<file path="src/rtl/button_request_latch.sv">
// Pushbutton debouncer with press pulse, saturating press counter and a two-state extend-request latch.
// Build option: define REQ_HOLD_TIMEOUT_EN to let a latched request expire after HOLD_CYCLES.
module button_request_latch #(
  parameter logic [31:0] DEB_CYCLES  = 32'd1000000,
  parameter logic [31:0] HOLD_CYCLES = 32'd600000000
) (
  input  logic       clk,
  input  logic       rst,
  input  logic       btn,
  input  logic       clr,
  output logic       stable,
  output logic       press,
  output logic       req,
  output logic [7:0] press_cnt
);

  typedef enum logic {StIdle, StHeld} state_t;

  // A zero debounce length is treated as one cycle of mismatch.
  localparam logic [31:0] DebLast = (DEB_CYCLES == 32'd0) ? 32'd0 : DEB_CYCLES - 32'd1;

  logic        r_sync1;
  logic        r_sync2;
  logic        r_stable;
  logic [31:0] r_deb_cnt;
  logic        r_press;
  logic [7:0]  r_press_cnt;
  state_t      r_state;
  state_t      w_state_d;
  logic        w_mismatch;
  logic        w_accept;
  logic        w_rise;
  logic        w_timeout;

  always_ff @(posedge clk or posedge rst) begin
    if (rst) begin
      r_sync1 <= 1'b0;
      r_sync2 <= 1'b0;
    end else begin
      r_sync1 <= btn;
      r_sync2 <= r_sync1;
    end
  end

  assign w_mismatch = (r_sync2 != r_stable);
  assign w_accept   = w_mismatch && (r_deb_cnt == DebLast);
  assign w_rise     = w_accept && !r_stable;

  always_ff @(posedge clk or posedge rst) begin
    if (rst) begin
      r_deb_cnt <= 32'd0;
      r_stable  <= 1'b0;
    end else if (!w_mismatch || w_accept) begin
      r_deb_cnt <= 32'd0;
      r_stable  <= r_stable ^ w_accept;
    end else begin
      r_deb_cnt <= r_deb_cnt + 32'd1;
    end
  end

  always_ff @(posedge clk or posedge rst) begin
    if (rst) begin
      r_press     <= 1'b0;
      r_press_cnt <= 8'd0;
    end else begin
      r_press <= w_rise;
      if (w_rise && (r_press_cnt != 8'd255)) begin
        r_press_cnt <= r_press_cnt + 8'd1;
      end
    end
  end

`ifdef REQ_HOLD_TIMEOUT_EN
  localparam logic [31:0] HoldLast = (HOLD_CYCLES == 32'd0) ? 32'd0 : HOLD_CYCLES - 32'd1;

  logic [31:0] r_hold_cnt;

  // Held at zero while idle, so it starts from zero on every entry to HELD.
  always_ff @(posedge clk or posedge rst) begin
    if (rst) begin
      r_hold_cnt <= 32'd0;
    end else if (r_state == StIdle) begin
      r_hold_cnt <= 32'd0;
    end else begin
      r_hold_cnt <= r_hold_cnt + 32'd1;
    end
  end

  assign w_timeout = (r_state == StHeld) && (r_hold_cnt == HoldLast);
`else
  assign w_timeout = 1'b0;

  // HOLD_CYCLES only matters in the timeout build; this empty block just references it.
  if (HOLD_CYCLES == 32'd0) begin : g_hold_unused
  end
`endif

  always_ff @(posedge clk or posedge rst) begin
    if (rst) begin
      r_state <= StIdle;
    end else begin
      r_state <= w_state_d;
    end
  end

  always_comb begin
    w_state_d = r_state;
    unique case (r_state)
      StIdle: if (r_press && !clr) w_state_d = StHeld;
      StHeld: if (clr || w_timeout) w_state_d = StIdle;
      default: w_state_d = StIdle;
    endcase
  end

  assign stable    = r_stable;
  assign press     = r_press;
  assign req       = (r_state == StHeld);
  assign press_cnt = r_press_cnt;

endmodule

</file>
<file path="config.mk">
export PLATFORM = sky130hd
export DESIGN_NAME = button_request_latch
export DESIGN_NICKNAME = d
export VERILOG_FILES = /design/src/rtl/button_request_latch.sv
export SDC_FILE = /design/constraint.sdc
export NUM_CORES = 1
export LEC_CHECK = 0
export ABC_AREA = 1
export BUFFER_PORTS_ARGS = -buffer_cell sky130_fd_sc_hd__buf_2
export CAP_MARGIN = 20
export CORE_UTILIZATION = 40
export DETAILED_ROUTE_END_ITERATION = 16
export PLACE_DENSITY_LB_ADDON = 0.1
export SYNTH_ARGS = -nofsm -noshare
export SYNTH_HDL_FRONTEND = slang
export SYNTH_SLANG_ARGS = --single-unit
</file>
<file path="constraint.sdc">
create_clock -name clk -period 4 [get_ports clk]
set_input_delay 0.2 -clock clk [delete_from_list [all_inputs] [get_ports clk]]
set_output_delay 0.2 -clock clk [all_outputs]
set_load 0.02 [all_outputs]
</file>
======== Yosys cells after proc, flatten, opt, wreduce, memory -nomap -nowiden ========
Index checks and enable logic that the tools add are counted.
cells by class
  add/subtract/negate cells ............... 2
  eq/ne operators ......................... 3
  mux-type cells .......................... 4
  bitwise operators ....................... 2
  reduce and logical (&&, ||, !) cells .... 8
operator list
  cell                   number
  $add 32x1->32 const B  1
  $eq 32x20->1 const B   1
  $mux 32                1
  $add 8x1->8 const B    1
  $ne 8x8->1 const B     1
  $logic_and 1x1->1      4
  $logic_not 1->1        3
  $mux 1                 2
  $pmux 1 s2             1
  $logic_or 1x1->1       1
  $ne 1x1->1             1
  $not 1->1              1
  $xor 1x1->1            1
word-level totals
  bits in registers ....................... 45
  logic and storage cells ................. 26

======== Depth between registers and ports, before layout ========
Gate-level depths: netlist of the first run.
  depth after elaboration ................. 4
  gate-level depth with buffers ........... 9

======== Worst setup path after synthesis of the first run ========
OpenSTA, ideal clock, no wires.
  path type ............................... register to register
  from .................................... reg r_press_cnt[0] (netlist: press_cnt[0])
  to ...................................... reg r_press_cnt[5] (netlist: press_cnt[5])
  arrival time ............................ 1.445 ns
  path slack .............................. 2.438 ns
  cell stages (with the launch flop) ...... 10
  buffers on the path ..................... 0
  period minus slack after synthesis ...... 1.562 ns
  cells stage by stage .................... dfrtp_1 ha_1 nand3_1 nor2_1 nand2_1 nand2_1 nor2_1 nand3_1 nand2_1 nand2_1
between the ends
  cells in the longest elaborated chain, start to end .. 2
  elaborated cells on any way between the ends .. 3
  those cells by class .................... add/sub (1); eq/ne (1); reduce/logical (1)
RTL lines
  what                                                 RTL line  text
  start, declared                                      27        logic [7:0] r_press_cnt;
  start signal, assigned                               68        r_press_cnt <= r_press_cnt + 8'd1;
  branches (longest 2 deep; another with $add 8x1->8)  -
Parallel ways; which one is timed is not known.
A chain may end at the register's enable or synchronous reset.

==> metrics.txt, run 1 <==
# TYPE chip_impl_metric gauge
chip_impl_info{name="run_status",value="finished, final reports clean"} 1
chip_impl_info{name="startpoint_of_the_worst_hold_path",value="clr"} 1
chip_impl_metric{name="yosysWarnings",unit=""} 0
chip_impl_metric{name="final.period_utilization",unit="%"} 50.8
chip_impl_metric{name="detail_route_antenna_nets",unit=""} 0
chip_impl_metric{name="h-tree-depth",unit=""} 2
chip_impl_metric{name="power",unit="mW"} 0.801
chip_impl_metric{name="multi_input_combinational_cell_area",unit="um^2"} 1380
chip_impl_metric{name="slew_viol_final",unit=""} 0
chip_impl_metric{name="portBuffers",unit=""} 14
chip_impl_metric{name="ios",unit=""} 15
chip_impl_info{name="leading_cell_type_in_the_layout_fill_and_taps_excluded",value="sky130_fd_sc_hd__nand2_1"} 1
chip_impl_info{name="yosysTopAreaCell",value="sky130_fd_sc_hd__dfrtp_1"} 1
chip_impl_metric{name="die_y",unit="um"} 84.7
chip_impl_metric{name="place_inst",unit=""} 488
chip_impl_metric{name="post-synth-top-area-fraction",unit="%"} 41.2
chip_impl_metric{name="via_count_of_the_first_global_routing_pass",unit=""} 2444
chip_impl_metric{name="holdPathStages",unit=""} 2
chip_impl_metric{name="timing.clock.skew",unit="ns"} 0.00639
chip_impl_metric{name="detail_route.wirelength",unit="um"} 6600
chip_impl_metric{name="dr.first_iter.drc_count",unit=""} 118
chip_impl_metric{name="drc_errors",unit=""} 0
chip_impl_metric{name="max_cap_violations",unit=""} 0
chip_impl_metric{name="timing.final.hold_violations",unit=""} 0
chip_impl_metric{name="r2r_slack",unit="ns"} 1.97
chip_impl_metric{name="grt.overflow.total",unit=""} 0
chip_impl_metric{name="syn_area",unit="um^2"} 2730
chip_impl_metric{name="finalSetupTns",unit="ns"} 0
chip_impl_metric{name="mappedNetlistNets",unit=""} 406
chip_impl_metric{name="setup-violations-final",unit=""} 0
chip_impl_info{name="rsz_0062_raised_after_global_routing",value="false"} 1
chip_impl_metric{name="worst_ir_drop_vdd",unit="mV"} 0.199
chip_impl_metric{name="crit_buf_inv",unit=""} 2
chip_impl_info{name="worst-setup-path-type",value="reg2reg"} 1
chip_impl_metric{name="cts.repair_timing.setup_buffer_count",unit=""} 0
chip_impl_metric{name="setup_ws",unit="ns"} 1.97
chip_impl_metric{name="netlist-cell-type-count",unit=""} 24
chip_impl_metric{name="clock.fmax",unit="GHz"} 0.492
chip_impl_metric{name="final_cell_count_no_fill",unit=""} 499
chip_impl_metric{name="relSlewSlack",unit="%"} 50.0
chip_impl_metric{name="yosys_register_bits",unit=""} 45
chip_impl_metric{name="r2r.worst_path.cells",unit=""} 7
chip_impl_info{name="timing.critical_path.to_type",value="flop"} 1
chip_impl_info{name="synth_top_cells_by_area",value="sky130_fd_sc_hd__dfrtp_1 (41%), sky130_fd_sc_hd__nand2_1 (16%), sky130_fd_sc_hd__nor2_1 (13%), sky130_fd_sc_hd__inv_1 (7.3%), sky130_fd_sc_hd__nand3_1 (4.9%)"} 1
chip_impl_info{name="reg2reg_to",value="r_deb_cnt[2]"} 1
chip_impl_metric{name="clk_pin_slew",unit="ns"} 0.09
chip_impl_metric{name="floorplan.initialDensity",unit="%"} 42.3
chip_impl_metric{name="globalRouteMet1Util",unit="%"} 28.8
chip_impl_metric{name="pre_cts_slack",unit="ns"} 1.97
chip_impl_info{name="whs_endpoint",value="req"} 1
chip_impl_metric{name="cellPowerDensity",unit="nW/um^2"} 266
chip_impl_info{name="min_delay_worst_type",value="in2reg"} 1
chip_impl_info{name="path_common_cell",value="sky130_fd_sc_hd__nor2_1"} 1
chip_impl_metric{name="sequential_share_of_the_synthesized_area",unit="%"} 41.2
chip_impl_metric{name="number_of_antenna_violations_at_the_first_check_in_global_routing",unit=""} 0
chip_impl_metric{name="drtPass1Iterations",unit=""} 5
chip_impl_metric{name="cp_max_fo",unit=""} 12
chip_impl_metric{name="placementRows",unit=""} 29
chip_impl_metric{name="fin_crit",unit="ns"} 2.03
chip_impl_metric{name="post_detailed_placement_cell_area",unit="um^2"} 2870
chip_impl_metric{name="fp.dieArea",unit="um^2"} 7170
chip_impl_metric{name="tightest_slew",unit="ns"} 0.747
chip_impl_metric{name="seq_area",unit="um^2"} 1130
chip_impl_metric{name="use_met2",unit="%"} 32.4
chip_impl_metric{name="timing.critical_path.arrival",unit="ns"} 2.26
chip_impl_metric{name="syn_avg_cell_area",unit="um^2"} 6.83
chip_impl_info{name="root_buffer",value="sky130_fd_sc_hd__clkbuf_8"} 1
chip_impl_metric{name="finalNetCount",unit=""} 427
chip_impl_info{name="crit_chain",value="nor2_1 -> inv_1 -> nand2_1 -> inv_1 -> nor2_1 -> nand2_1 -> nor2_1"} 1
chip_impl_metric{name="gate_count_post_synth",unit=""} 400
chip_impl_metric{name="detailroute.via_count",unit=""} 2446
chip_impl_metric{name="area_growth_syn_to_layout",unit="%"} 10.3
chip_impl_metric{name="cts.path.max_buffers",unit=""} 2
chip_impl_info{name="path_delay_family",value="simple AND/OR/NAND/NOR gates"} 1
chip_impl_metric{name="grt.met3_usage",unit="%"} 3.15
chip_impl_metric{name="gp_routability_congestion",unit=""} 0.887
chip_impl_info{name="slowest_stage",value="sky130_fd_sc_hd__nor2_1"} 1
chip_impl_metric{name="critical_path_required",unit="ns"} 4.23
chip_impl_metric{name="core_region_area",unit="um^2"} 6460
chip_impl_metric{name="dp.final_hpwl",unit="um"} 5100
chip_impl_metric{name="avgViaCountPerCell",unit=""} 4.90
chip_impl_metric{name="p_leak",unit="nW"} 1.42
chip_impl_metric{name="fin_util",unit="%"} 46.7
chip_impl_metric{name="maximum_number_of_pins_on_one_net_before_global_route_repair",unit=""} 46
chip_impl_metric{name="worst_skew_pair.late_latency",unit="ns"} 0.30
chip_impl_metric{name="largest_stage_delay_on_the_critical_path",unit="ns"} 0.60
chip_impl_info{name="tritoncts",value="yes"} 1
chip_impl_metric{name="cts.sink_count",unit=""} 45
chip_impl_metric{name="grt_util_all_layers",unit="%"} 20.6
chip_impl_info{name="crit_path_start_kind",value="flop"} 1
chip_impl_metric{name="final.fill_count",unit=""} 684
chip_impl_metric{name="design_area",unit="um^2"} 3010
chip_impl_metric{name="hold-worst-slack",unit="ns"} 0.0458
chip_impl_metric{name="count_of_antenna_diodes_in_the_layout",unit=""} 0
chip_impl_metric{name="detail_route.wl_per_cell",unit="um"} 13.2
chip_impl_metric{name="wire_length_of_the_first_global_routing_pass",unit="um"} 11500
chip_impl_metric{name="die_w",unit="um"} 84.7
chip_impl_metric{name="drive_gt1_share",unit="%"} 8.77
chip_impl_info{name="grt-busiest-layer",value="met2"} 1
chip_impl_metric{name="tritoncts.num_buffers",unit=""} 5
chip_impl_info{name="layout_common_cells",value="sky130_fd_sc_hd__nand2_1 (115), sky130_fd_sc_hd__nor2_1 (92), sky130_fd_sc_hd__inv_1 (52)"} 1
[what timing repair did]
action	CTS	global route
hold buffers	1	1
endpoints found under the hold margin	1	14
endpoints found under the setup margin	0	0
gates resized for setup	0	0
[power by group]
group	internal [mW]	switching (mW)
clock network	0.156	0.155
logic	0.00768	0.0212
registers	0.458	0.00304
total	0.622	0.179
[area by class of cell]
type / count / area share, %
multi-input cells: 298 / 45.7
flip-flops and latches: 45 / 37.4
inverters: 54 / 6.72
repair buffers: 17 / 3.65
clock buffers: 7 / 3.20
well taps: 77 / 3.20
clock inverters: 1 / 0.166
[flip-flops by register name (all words and copies together) (netlist names), named ones only]
name and flops:
r_deb_cnt 32, req 1, press 1, r_sync1 1, r_sync2 1, press_cnt 8
[Yosys cell counts (all sizes together)]
master and number:
nor4 1, o21bai 1, o21ai 1, inv 54, nand2 117, nand4 14, nor3b 1, buf 2
ha 2, nor2 97, nor3 21, nand3b 1, xor2 13, dfrtp 45, nand3 29, clkbuf 1
[worst register-to-register path, stage by stage (launching register included)]
cell	delay (ns)
sky130_fd_sc_hd__dfrtp_1	0.42
sky130_fd_sc_hd__nor2_1	0.60
sky130_fd_sc_hd__inv_1	0.14
sky130_fd_sc_hd__nand2_1	0.16
sky130_fd_sc_hd__inv_1	0.05
sky130_fd_sc_hd__nor2_1	0.37
sky130_fd_sc_hd__nand2_1	0.11
sky130_fd_sc_hd__nor2_1	0.11
[cell families (layout without fill, tap and decap cells)]
kind of cell	Yosys count	after routing	share of synthesized area [%]
adder cells (fa/ha/maj)	2	2	0.916
buffers and inverters	57	79	8.38
AO/OA/AOI/OAI	2	2	0.458
XOR/XNOR	13	13	4.17
flip-flops	45	45	41.2
AND/OR/NAND/NOR	281	281	44.9
[worst max-delay path by stage]
stage                       from       endpoint  slack (ns)  depth (start not counted)
finish                      flop   r_deb_cnt[2]        1.97                          7
global route                flop  r_deb_cnt[17]        1.78                          7
CTS                         flop   r_deb_cnt[2]        1.95                          7
detailed placement          flop   r_deb_cnt[2]        1.97                          7
global placement            flop   r_deb_cnt[2]        1.96                          7
floorplan           press_cnt[0]   press_cnt[5]        2.44                          9
[metal layers]
layer / routed length (um) / share of wire (%)
met5: 0 / 0
met4: 127 / 1.9
met3: 238 / 3.6
met2: 2980 / 45
met1: 3250 / 49
Note: power is estimated with default switching activity, not from simulation.
==> inputs of run 2 (changes only) <==
Clock period 4 ns to 1.75 ns, I/O delays scaled along.
==> run 2 against run 1 <==
Effect of this change: global-route usage shrank 0.056 points; clock skew grew 0.0029 ns; core utilization grew 1.7 points; sequential power grew 130%; non-clock buffer count grew 10; via count grew 2.5%; critical endpoint unchanged.
==> metrics.txt, run 2 (synthesis results as in run 1) <==
# TYPE chip_impl_metric gauge
chip_impl_metric{name="cts.path.max_buffers",unit=""} 2
chip_impl_metric{name="dr.first_iter.drc_count",unit=""} 154
chip_impl_metric{name="cts.repair_timing.setup_buffer_count",unit=""} 0
chip_impl_metric{name="grt.overflow.total",unit=""} 0
chip_impl_metric{name="h-tree-depth",unit=""} 2
chip_impl_metric{name="final.period_utilization",unit="%"} 91.0
chip_impl_metric{name="die_y",unit="um"} 84.7
chip_impl_metric{name="maximum_number_of_pins_on_one_net_before_global_route_repair",unit=""} 28
chip_impl_metric{name="netSwitchingFraction",unit="%"} 23.5
chip_impl_metric{name="critical_path_required",unit="ns"} 1.99
chip_impl_info{name="timing.critical_path.to_type",value="flop"} 1
chip_impl_metric{name="worst_skew_pair.late_latency",unit="ns"} 0.31
chip_impl_metric{name="p_comb_share",unit="%"} 4.2
chip_impl_info{name="regMostFlops",value="r_deb_cnt"} 1
chip_impl_metric{name="final.fill_count",unit=""} 703
chip_impl_metric{name="timing.critical_path.arrival",unit="ns"} 1.83
chip_impl_metric{name="pre_cts_slack",unit="ns"} 0.0474
chip_impl_metric{name="r2r.worst_path.cells",unit=""} 9
chip_impl_metric{name="timing.clock.skew",unit="ns"} 0.00930
chip_impl_info{name="run_status",value="finished, final reports clean"} 1
chip_impl_metric{name="relSlewSlack",unit="%"} 69.4
chip_impl_metric{name="floorplan.initialDensity",unit="%"} 42.3
chip_impl_metric{name="detail_route.wirelength",unit="um"} 6800
chip_impl_metric{name="cts.sink_count",unit=""} 45
chip_impl_metric{name="gp_routability_congestion",unit=""} 0.902
chip_impl_metric{name="drt-met1-wl",unit="um"} 3390
chip_impl_metric{name="clk_pin_slew",unit="ns"} 0.09
chip_impl_info{name="layout_common_cells",value="sky130_fd_sc_hd__nand2_1 (114), sky130_fd_sc_hd__nor2_1 (88), sky130_fd_sc_hd__inv_1 (51)"} 1
chip_impl_metric{name="r2r_slack",unit="ns"} 0.16
chip_impl_metric{name="power",unit="mW"} 1.87
chip_impl_metric{name="count_of_antenna_diodes_in_the_layout",unit=""} 0
chip_impl_metric{name="cp_num_cells",unit=""} 9
chip_impl_metric{name="cellPowerDensity",unit="nW/um^2"} 597
chip_impl_metric{name="detail_route_antenna_nets",unit=""} 0
chip_impl_metric{name="crit_buf_inv",unit=""} 1
chip_impl_info{name="maxUsedRoutingLayer",value="met4"} 1
chip_impl_metric{name="largest_register_ff_count",unit=""} 32
chip_impl_metric{name="grt_util_all_layers",unit="%"} 20.6
chip_impl_metric{name="power.switching",unit="mW"} 0.438
chip_impl_metric{name="drc_errors",unit=""} 0
chip_impl_metric{name="drtPass1Iterations",unit=""} 5
chip_impl_metric{name="hold-worst-slack",unit="ns"} 0.333
chip_impl_metric{name="tritoncts.num_buffers",unit=""} 5
chip_impl_metric{name="core_region_area",unit="um^2"} 6460
chip_impl_metric{name="die_w",unit="um"} 84.7
chip_impl_info{name="slowest_stage",value="sky130_fd_sc_hd__dfrtp_1"} 1
chip_impl_info{name="tritoncts",value="yes"} 1
chip_impl_metric{name="fin_util",unit="%"} 48.4
chip_impl_info{name="worst-setup-path-type",value="reg2reg"} 1
chip_impl_info{name="path_common_cell",value="sky130_fd_sc_hd__nand2_1"} 1
chip_impl_info{name="rsz_0062_raised_after_global_routing",value="false"} 1
chip_impl_metric{name="slew_viol_final",unit=""} 0
chip_impl_metric{name="worst_ir_drop_vdd",unit="mV"} 0.342
chip_impl_metric{name="placementRows",unit=""} 29
chip_impl_info{name="root_buffer",value="sky130_fd_sc_hd__clkbuf_8"} 1
chip_impl_metric{name="met3_length",unit="um"} 240
chip_impl_metric{name="p_leak",unit="nW"} 1.46
chip_impl_metric{name="wl_met2",unit="um"} 3080
chip_impl_metric{name="detailroute.via_count",unit=""} 2508
chip_impl_info{name="leading_cell_type_in_the_layout_fill_and_taps_excluded",value="sky130_fd_sc_hd__nand2_1"} 1
chip_impl_metric{name="fin_crit",unit="ns"} 1.59
chip_impl_metric{name="clock.fmax",unit="GHz"} 0.628
chip_impl_metric{name="number_of_antenna_violations_at_the_first_check_in_global_routing",unit=""} 0
chip_impl_info{name="crit_chain",value="nand2_1 -> inv_1 -> nand2_1 -> nor2_2 -> nand2_1 -> nor2_4 -> nor2_2 -> nand2_1 -> nor2_1"} 1
chip_impl_metric{name="finalNetCount",unit=""} 437
chip_impl_metric{name="wire_length_of_the_first_global_routing_pass",unit="um"} 11500
chip_impl_metric{name="max_cap_violations",unit=""} 0
chip_impl_metric{name="multi_input_combinational_cell_area",unit="um^2"} 1410
chip_impl_metric{name="tightest_slew",unit="ns"} 0.458
chip_impl_metric{name="via_count_of_the_first_global_routing_pass",unit=""} 2417
chip_impl_info{name="min_delay_worst_type",value="in2async"} 1
chip_impl_metric{name="seq_area",unit="um^2"} 1130
chip_impl_metric{name="portBuffers",unit=""} 14
chip_impl_metric{name="power.share.clock",unit="%"} 39.5
chip_impl_metric{name="avgViaCountPerCell",unit=""} 4.93
chip_impl_metric{name="area_growth_syn_to_layout",unit="%"} 14.4
chip_impl_metric{name="internal_power",unit="mW"} 1.43
chip_impl_metric{name="drive_gt1_share",unit="%"} 12.7
chip_impl_metric{name="fp.dieArea",unit="um^2"} 7170
chip_impl_metric{name="setup_ws",unit="ns"} 0.158
chip_impl_metric{name="largest_stage_delay_on_the_critical_path",unit="ns"} 0.43
chip_impl_metric{name="cp_max_fo",unit=""} 6
chip_impl_metric{name="finalSetupTns",unit="ns"} 0
chip_impl_metric{name="dp.final_hpwl",unit="um"} 5210
chip_impl_metric{name="setup-violations-final",unit=""} 0
chip_impl_metric{name="share_seq_of_total_power",unit="%"} 56.4
chip_impl_metric{name="timing.final.hold_violations",unit=""} 0
chip_impl_info{name="path_delay_family",value="simple AND/OR/NAND/NOR gates"} 1
chip_impl_metric{name="ios",unit=""} 15
chip_impl_metric{name="detail_route.wl_per_cell",unit="um"} 13.4
chip_impl_info{name="crit_path_start_kind",value="flop"} 1
run 2: path summary, 6_finish.rpt:
check | startpoint | to
setup / recovery | r_deb_cnt[16] | r_deb_cnt[2]
hold / removal | rst | r_deb_cnt[7]
setup reg to reg | r_deb_cnt[16] | r_deb_cnt[2]
hold reg to reg | r_sync1 | r_sync2
max in group asynchronous | rst | press_cnt[7]
min in group clk | r_sync1 | r_sync2
run 2: tightest hold or removal path: cells and delay by family:
| family | cells | cell delay (ns) |
|---|---|---|
| buffers and inverters | 3 | 0.99 |
run 2: power groups by stage:
| stage | Sequential, mW | Combinational [mW] | Clock (mW) |
|---|---|---|---|
| 6_report | 1.05 | 0.0778 | 0.737 |
| 5_1_grt | 1.05 | 0.0887 | 0.778 |
| 4_1_cts | 1.05 | 0.0780 | 0.750 |
| 3_5_place_dp | 1.07 | 0.0726 | 0 |
| 3_3_place_gp | 1.07 | 0.0721 | 0 |
| 2_1_floorplan | 1.07 | 0.0462 | 0 |
run 2: area by class of cell:
cell class	count	area share [%]
multi-input combinational	298	45.2
sequential	45	36.0
inverter	54	6.49
timing repair buffer	27	6.00
clock buffer	7	3.08
tap	77	3.08
clock inverter	1	0.160
run 2: what timing repair did:
item,in CTS,in global routing
hold buffers,3,0
endpoints found under the hold margin,20,0
gates resized for setup,0,10
setup endpoints to repair,0,38
run 2: metrics by stage:
step	instances	instance area, um^2
after global placement	498	2960
after floorplan	400	2730
after CTS	509	3090
after detailed placement	498	2960
final	509	3130
after global routing	509	3130
run 2: routing by layer:
metal	GRT usage, %	vias up
met5	0	-
met2	33.2	47
li1	-	1299
met3	2.95	10
met4	6.47	0
met1	28.7	1152
